## src/rtl/bist_sequencer.sv

```systemverilog
// bist_sequencer: run controller for the 6-bit CLA BIST datapath.
// Seeds the pattern LFSRs, steps them once per pattern, gates the SISR
// and either records golden signatures (learn) or checks against them (test).
// Optional build macro: BIST_TIMEOUT_EN bounds the wait for sig_valid in
// COMPRESS to SIG_TIMEOUT cycles; without it COMPRESS waits indefinitely.
// state_dbg mirrors the FSM state for debug and checker binding.
//
// Handshake: sig_valid is a single-cycle strobe with no back-pressure. It is
// honoured only while the FSM is in COMPRESS (sisr_en=1), where sig_in is
// sampled on the same edge; outside COMPRESS it is ignored.

module bist_sequencer #(
    parameter int NUM_PATTERNS = 14,
    parameter int SIG_W        = 4,
    parameter int SIG_TIMEOUT  = 15,
    localparam int IW          = $clog2(NUM_PATTERNS)
) (
    input  logic          clk,
    input  logic          rst,
    input  logic          start,
    input  logic          run_mode,
    input  logic          cin_cfg,
    input  logic          abort,
    input  logic [SIG_W-1:0] sig_in,
    input  logic          sig_valid,
    output logic          lfsr_clr,
    output logic          lfsr_en,
    output logic          sisr_en,
    output logic          cut_mode,
    output logic          cut_cin,
    output logic          busy,
    output logic          done,
    output logic          pass,
    output logic          error,
    output logic          golden_valid,
    output logic [IW:0]   fail_count,
    output logic [IW-1:0] first_fail_idx,
    output logic [2:0]    state_dbg
);

    typedef enum logic [2:0] {
        S_IDLE     = 3'd0,
        S_SEED     = 3'd1,
        S_ADVANCE  = 3'd2,
        S_COMPRESS = 3'd3,
        S_CAPTURE  = 3'd4,
        S_DONE     = 3'd5
    } state_t;

    localparam logic [IW-1:0] LAST_IDX = IW'(NUM_PATTERNS - 1);

    state_t           state;
    logic [IW-1:0]    idx;
    logic [SIG_W-1:0] sig_q;
    logic [SIG_W-1:0] golden [NUM_PATTERNS];
    logic             in_run;
    logic             abort_hit;
    logic             golden_we;

`ifdef BIST_TIMEOUT_EN
    localparam int TW = $clog2(SIG_TIMEOUT + 1);
    localparam logic [TW-1:0] TMO_LAST = TW'(SIG_TIMEOUT - 1);
    logic [TW-1:0] tcnt;
`else
    logic unused_timeout_cfg;
    assign unused_timeout_cfg = (SIG_TIMEOUT > 0);
`endif

    assign state_dbg = state;
    assign in_run    = (state == S_SEED) || (state == S_ADVANCE) ||
                       (state == S_COMPRESS) || (state == S_CAPTURE);
    assign abort_hit = abort && in_run;
    assign golden_we = !rst && !abort_hit && (state == S_CAPTURE) && !cut_mode;

    // Golden signature RAM: written once per pattern during a learn run, no reset.
    always_ff @(posedge clk) begin
        if (golden_we) begin
            golden[idx] <= sig_q;
        end
    end

    // Run FSM with registered strobes and status; abort overrides everything but rst.
    always_ff @(posedge clk) begin
        if (rst) begin
            state          <= S_IDLE;
            lfsr_clr       <= 1'b0;
            lfsr_en        <= 1'b0;
            sisr_en        <= 1'b0;
            cut_mode       <= 1'b0;
            cut_cin        <= 1'b0;
            busy           <= 1'b0;
            done           <= 1'b0;
            pass           <= 1'b0;
            error          <= 1'b0;
            golden_valid   <= 1'b0;
            fail_count     <= '0;
            first_fail_idx <= '0;
            idx            <= '0;
            sig_q          <= '0;
`ifdef BIST_TIMEOUT_EN
            tcnt           <= '0;
`endif
        end else if (abort_hit) begin
            state    <= S_IDLE;
            lfsr_clr <= 1'b0;
            lfsr_en  <= 1'b0;
            sisr_en  <= 1'b0;
            busy     <= 1'b0;
            done     <= 1'b0;
            pass     <= 1'b0;
            // A partially written golden set is unusable.
            if (!cut_mode) golden_valid <= 1'b0;
        end else begin
            case (state)
                S_IDLE, S_DONE: begin
                    if (start) begin
                        cut_mode       <= run_mode;
                        cut_cin        <= cin_cfg;
                        idx            <= '0;
                        fail_count     <= '0;
                        first_fail_idx <= '0;
                        if (run_mode && !golden_valid) begin
                            // Nothing to compare against: finish immediately.
                            state <= S_DONE;
                            done  <= 1'b1;
                            error <= 1'b1;
                            pass  <= 1'b0;
                        end else begin
                            state    <= S_SEED;
                            busy     <= 1'b1;
                            lfsr_clr <= 1'b1;
                            done     <= 1'b0;
                            error    <= 1'b0;
                            pass     <= 1'b1;
                        end
                    end
                end
                S_SEED: begin
                    lfsr_clr <= 1'b0;
                    lfsr_en  <= 1'b1;
                    state    <= S_ADVANCE;
                    if (!cut_mode) golden_valid <= 1'b0;
                end
                S_ADVANCE: begin
                    lfsr_en <= 1'b0;
                    sisr_en <= 1'b1;
                    state   <= S_COMPRESS;
`ifdef BIST_TIMEOUT_EN
                    tcnt    <= '0;
`endif
                end
                S_COMPRESS: begin
                    if (sig_valid) begin
                        sig_q   <= sig_in;
                        sisr_en <= 1'b0;
                        state   <= S_CAPTURE;
                    end
`ifdef BIST_TIMEOUT_EN
                    else if (tcnt == TMO_LAST) begin
                        sisr_en <= 1'b0;
                        busy    <= 1'b0;
                        done    <= 1'b1;
                        error   <= 1'b1;
                        pass    <= 1'b0;
                        state   <= S_DONE;
                    end else begin
                        tcnt <= tcnt + 1'b1;
                    end
`endif
                end
                S_CAPTURE: begin
                    if (cut_mode && (sig_q != golden[idx])) begin
                        if (fail_count != '1) fail_count <= fail_count + 1'b1;
                        if (fail_count == '0) first_fail_idx <= idx;
                        pass <= 1'b0;
                    end
                    if (idx == LAST_IDX) begin
                        state <= S_DONE;
                        busy  <= 1'b0;
                        done  <= 1'b1;
                        if (!cut_mode) golden_valid <= 1'b1;
                    end else begin
                        idx     <= idx + 1'b1;
                        lfsr_en <= 1'b1;
                        state   <= S_ADVANCE;
                    end
                end
                default: begin
                    state <= S_IDLE;
                end
            endcase
        end
    end

endmodule

```

## config.mk

```make
export PLATFORM = sky130hd
export DESIGN_NAME = bist_sequencer
export DESIGN_NICKNAME = d
export VERILOG_FILES = /design/src/rtl/bist_sequencer.sv
export SDC_FILE = /design/constraint.sdc
export NUM_CORES = 1
export LEC_CHECK = 0
export BUFFER_PORTS_ARGS = -buffer_cell sky130_fd_sc_hd__buf_4
export CAP_MARGIN = 10
export CORE_UTILIZATION = 45
export CTS_CLUSTER_SIZE = 28
export DETAILED_ROUTE_END_ITERATION = 8
export PLACE_DENSITY_LB_ADDON = 0.12
export SLEW_MARGIN = 20
export SYNTH_ARGS = -nofsm -noshare
export SYNTH_HDL_FRONTEND = slang
export SYNTH_SLANG_ARGS = --single-unit
```

## constraint.sdc

```tcl
create_clock -name clk -period 3.9 [get_ports clk]
set_input_delay 0.39 -clock clk [delete_from_list [all_inputs] [get_ports clk]]
set_output_delay 0.39 -clock clk [all_outputs]
set_load 0.01 [all_outputs]
```

* Word level (Yosys, flattened, before mapping)
Memories as Yosys holds them, arrays and structs flattened. A register that Yosys moved wholly into a read port is not among the register bits.
Cells that the tools add are included.
Widths: inputs -> output; s select.
** Storage, ports and cells
- Register bits after elaboration :: 30
- RAM bits :: 56
- Bits of input ports :: 11
- Output and inout bits :: 22
- Memories kept :: 1
** Operators by class
- $add $sub $neg :: 2
- Equal/unequal tests :: 18
- Multiplexer cells :: 41
- Bitwise gates (word level) :: 1
- Reductions and logical operators :: 35
** Memory list
- golden :: depth 14, width 4, rd ports 1, clocked after Yosys merged registers in 1, write ports 1, line 55 : logic [SIG_W-1:0] golden [NUM_PATTERNS];
** Operators with widths (number)
- $mux 4 :: 6
- $reduce_and 3->1 :: 6
- $mux 1 :: 17
- $pmux 4 s2 :: 2
- $mux 5 :: 3
- $pmux 3 s5 :: 1
- $mux 3 :: 4
- $pmux 1 s2 :: 6
- $pmux 5 s2 :: 1
- $reduce_and 5->1 :: 2
- $ne 2x1->1 const B :: 4
- $ne 2x2->1 const B :: 4
- $reduce_and 4->1 :: 2
- $eq 3x2->1 const B :: 2
- $eq 3x3->1 const B :: 2
- $logic_and 1x1->1 :: 6
- $reduce_and 2->1 :: 3
- $reduce_bool 2->1 :: 3
- $reduce_bool 3->1 :: 2
- $add 5x1->5 const B :: 1
- $logic_not 5->1 :: 1
- $ne 5x5->1 const B :: 1
- $add 4x1->4 const B :: 1
- $eq 4x4->1 const B :: 1
- 10 further kinds :: 16

* Longest topological paths before layout
- Depth after elaboration :: 11
- Gate-level depth with buffers :: 9
- Gate-level depth less buffers :: 9

* Worst setup path after synthesis
Ideal clock, no wire load.
- Path type :: flip-flop to flip-flop
- Start point :: register (tool-made name)
- End point :: register fail_count[2]
- Library setup time :: 0.095 ns
- Data arrival time :: 2.374 ns
- Required time :: 3.805 ns
- Slack :: 1.431 ns
- Stages on the path, launching flop included :: 10
- Clock period less this slack :: 2.469 ns
- Cells stage by stage :: dfxtp_1 buf_6 buf_6 mux2_1 mux4_2 and3_4 o21ai_4 a21oi_4 or3_1 a221oi_1
** RTL lines
- to (signal assigned) :: line 173 : if (fail_count != '1) fail_count <= fail_count + 1'b1;
- to (decl) :: line 36 : output logic [IW:0] fail_count,

* Worst setup path in the final report
- Start point :: register state[2] (netlist: state_dbg[2])
- End point :: register fail_count[2]
** Between the ends
- Longest elaborated chain between the ends :: 7
- Elaborated cells between the ends (all ways) :: 18
- Classes of those cells :: eq/ne (8); mux (1); bitwise (1); reduce/logical (8)
** RTL lines
- from (decl) :: line 52 : state_t state;
- from (signal assigned) :: line 85 : state <= S_IDLE;
- from (signal assigned) :: line 104 : state <= S_IDLE;
- from (signal assigned) :: line 124 : state <= S_DONE;
- $eq 3x1->1 or $eq 3x2->1 (tied branches) :: line 70 : assign in_run = (state == S_SEED) || (state == S_ADVANCE) ||
- $logic_or 1x1->1 (2 in series) :: line 70
- $logic_or 1x1->1 :: line 71 : (state == S_COMPRESS) || (state == S_CAPTURE);
- $logic_and 1x1->1 :: line 72 : assign abort_hit = abort && in_run;
- $not 1->1 (no line)
- $reduce_and 5->1 (no line)
Parallel ways exist; a longest one is shown, timed or not.
A chain may end at the register's enable or synchronous reset.

==> summary.txt <==
Status
  – Status: finished, final reports clean

Route
  – Routed vias/inst: 5.62
  – DRC errors left: 0
  – DR vias: roughly 2.6k
  – Drt first-iter violations: around 110
  – First-pass DRT Iterations: 4
  – WL final: between 8000 and 9000 microns
  – Drt wl/cell: 18.3 microns
  – Routed Antenna Nets: 0

Place
  – # port buffers: 32
  – Placed Area: roughly 0.0044 sq mm
  – Placed cells: 453
  – Post-DP HPWL: about 6000 microns
  – Gpl congestion: approximately 0.89

STA
  – Clk_skew: approximately 0.0093 ns
  – RSZ-0062 raised after global routing: false
  – Final Critical Period: around 3.1 ns
  – Worst slew margin: 31.6%
  – Slew at the pin with the worst max-slew slack: around 1.0 ns
  – Final setup violation count: 0
  – Fin crit share: 79.0%
  – Max Slew Vio Count: 0
  – Peak Freq: 325 MHz
  – Final hold viol count: 0
  – Min Hold Slack: about 0.27 ns
  – Setup TNS Final: 0 ns

Synthesis
  – Post-synth top flop: edfxtp_1
  – YS warnings: 0
  – Post-synthesis async set-or-reset flop share: 0%
  – Cells after Synth: 328
  – Post-synthesis area per instance: ~12 sq um
  – Synth Net Count: about 350
  – Number of flops mapped to enable cells by yosys: 56
  – Post-synth top cells: 56 x edfxtp_1, 34 x dfxtp_1, 33 x nor2_1
  – Sequential share of the synthesized area: 58.4%
  – Yosys reg bits: 90
  – Synth top area share: approximately two fifths
  – Synth area leader: edfxtp_1
  – Most numerous cell in the Yosys netlist: edfxtp_1
  – Synth unique cells: 46
  – Cell area after synthesis: roughly 0.0040 sq mm
  – Synth area leaders: edfxtp_1 42%, dfxtp_1 17%, mux4_2 5.6%

Power
  – Gate power share: 24.2%
  – Switching pwr: about 0.75 mW
  – Register share of total power: between 50% and 60%
  – Sw Share: approximately 33%
  – Power Dens Cells: around 500 mW/mm^2
  – Final Total Pwr: roughly 2.3 mW
  – Internal cell power: 1.53 mW
  – Clk pwr share: roughly 25%
  – Worst ir drop on vdd: 0.265 mV
  – LEAKAGE: approximately 1.6 nW

Worst setup path
  – Worst setup SP type: flip-flop
  – Crit-path max FO: 18
  – Worst path cell trace: nor3b_1 -> nand3b_1 -> mux2_4 -> a221o_1 -> a21oi_4 -> nor3_1 -> a221oi_1
  – Endpoint class of the critical path: flip-flop
  – Kind of critical path: flip-flop to flip-flop
  – Worst path max stage delay: roughly 0.85 ns
  – Slowest CP cell: nor3b_1
  – Worst path arrival time: around 3.3 ns
  – Worst endpoint required time: 4.16 ns

Global routing
  – Global-route wire length before repair: roughly 14000 microns
  – Largest net degree at the start of global routing: 25
  – Initial antenna violation count: 0
  – Vias in the first global route: 2554
  – Total Routing Usage GR: about a fifth
  – Total gr overflow: 0

Clocking
  – Cts-stage hold buffer count: 0
  – Worst skew pair latency: approximately 0.36 ns
  – Clock sink count: 90
  – Clock root buffer master: clkbuf_8
  – Clock-pin slew on the worst setup and hold paths: ~0.09 ns
  – Cts bufs inserted: 9
  – TritonCTS clock tree: built
  – Max clock buf depth: 2
  – Post-CTS setup buffer count: 0
  – H-tree Lvls: 3
  – Post-cts sizing count: 0

Hold path
  – Worst Hold Class: input port to flip-flop

Finish
  – FILL cells: around 770
  – Finished layout cell area: about 0.0045 sq mm
  – NumNets Final: 374
  – Layout Area Growth over Synthesis: 11.9%
  – Layout cell share with drive strength beyond 1: 20.8%
  – Antenna fix cells: 0
  – Non-Filler Instances: about 470

Floorplan
  – Die H: 96.8 microns
  – Row cnt: 34
  – Die Area: 0.00937 sq mm
  – Starting Density: around 46%
  – Total I/O pin count: 33
  – Die width: ~97 microns
  – Core area: roughly 0.0087 sq mm

Flow run
  – Max cap viols: 0
==> flip-flops by register name (all words and copies together) (netlist names), named ones only <==
name,count
first_fail_idx,4
sisr_en,1
lfsr_clr,1
cut_cin,1
idx,4
golden_valid,1
golden,56
busy,1
state_dbg,3
sig_q,4
lfsr_en,1
fail_count,5
error,1
cut_mode,1
pass,1
done,1
==> final cells by class <==
| class | count | area, sq um | share of cell area [%] |
|---|---|---|---|
| Tap cell | 108 | 135 | 2.99 |
| Timing Repair Buffer | 36 | 270 | 5.97 |
| Sequential cell | 90 | 2360 | 52.2 |
| Multi-Input combinational cell | 208 | 1550 | 34.2 |
| Inverter | 11 | 41.3 | 0.912 |
| Clock buffer | 10 | 128 | 2.82 |
| Clock inverter | 6 | 42.5 | 0.940 |
==> power by group through the flow <==
stage	Sequential (mW)	Clock [mW]	Combinational (mW)
final	1.16	0.568	0.550
after global routing	1.17	0.624	0.610
after CTS	1.16	0.582	0.551
after detailed placement	1.18	0	0.548
after global placement	1.17	0	0.554
after floorplan	1.14	0	0.397
==> critical path: cells and delay by family (launching register included) <==
family / cells / cell delay (ns)
multiplexers: 1 / 0.29
flip-flops: 1 / 0.69
AND/OR/NAND/NOR: 3 / 1.10
AO/OA/AOI/OAI: 3 / 0.90
==> through the flow <==
stage / util [%] / worst slack, ns
floorplan: - / 1.43
global placement: 50.0 / 0.848
detailed placement: 50.0 / 0.828
CTS: 51.9 / 0.846
global route: 51.9 / 0.585
finish: 51.9 / 0.819
==> cell usage in the layout (no fill, tap or decap), drive strengths merged, types with 4 or more instances in the layout <==
cell type	instances
edfxtp	56
buf	36
dfxtp	34
nor2	33
nand2	17
a21oi	17
mux2i	16
o21ai	15
nor3	14
inv	12
nand2b	11
mux2	11
mux4	10
clkbuf	10
nand3	7
o2bb2ai	7
ha	7
xor2	4
nor2b	4
and3	4
==> layer usage <==
metal  share of wire, %  wire [microns]  vias to the layer above  global-route usage (%)
met1                 47            4050                     1310                    27.3
met5                  0               0                        -                       0
met4               0.68              58                        0                    4.82
met3                2.9             246                        7                    4.55
li1                   -               -                     1274                       -
met2                 49            4220                       47                    30.7
==> final timing paths <==
kind | slack (ns) | start | endpoint | cells past startpoint
min | 0.27 | sig_in[1] | sig_q[1] | 3
min reg2reg | 0.48 | busy | busy | 2
max reg2reg | 0.82 | state_dbg[2] | fail_count[2] | 7
max | 0.82 | state_dbg[2] | fail_count[2] | 7
==> kinds of logic (layout without fill, tap and decap cells) <==
| logic type | count (synthesis) | after routing | share of synthesized area [%] |
|---|---|---|---|
| compound gates | 52 | 52 | 8.88 |
| xor+xnor | 6 | 6 | 1.30 |
| fa+ha+maj | 7 | 7 | 2.17 |
| buf+inv | 30 | 63 | 3.31 |
| flops | 90 | 90 | 58.4 |
| mux | 37 | 37 | 12.7 |
| simple gates | 106 | 106 | 13.2 |
Power figures use the tool's default switching activity.
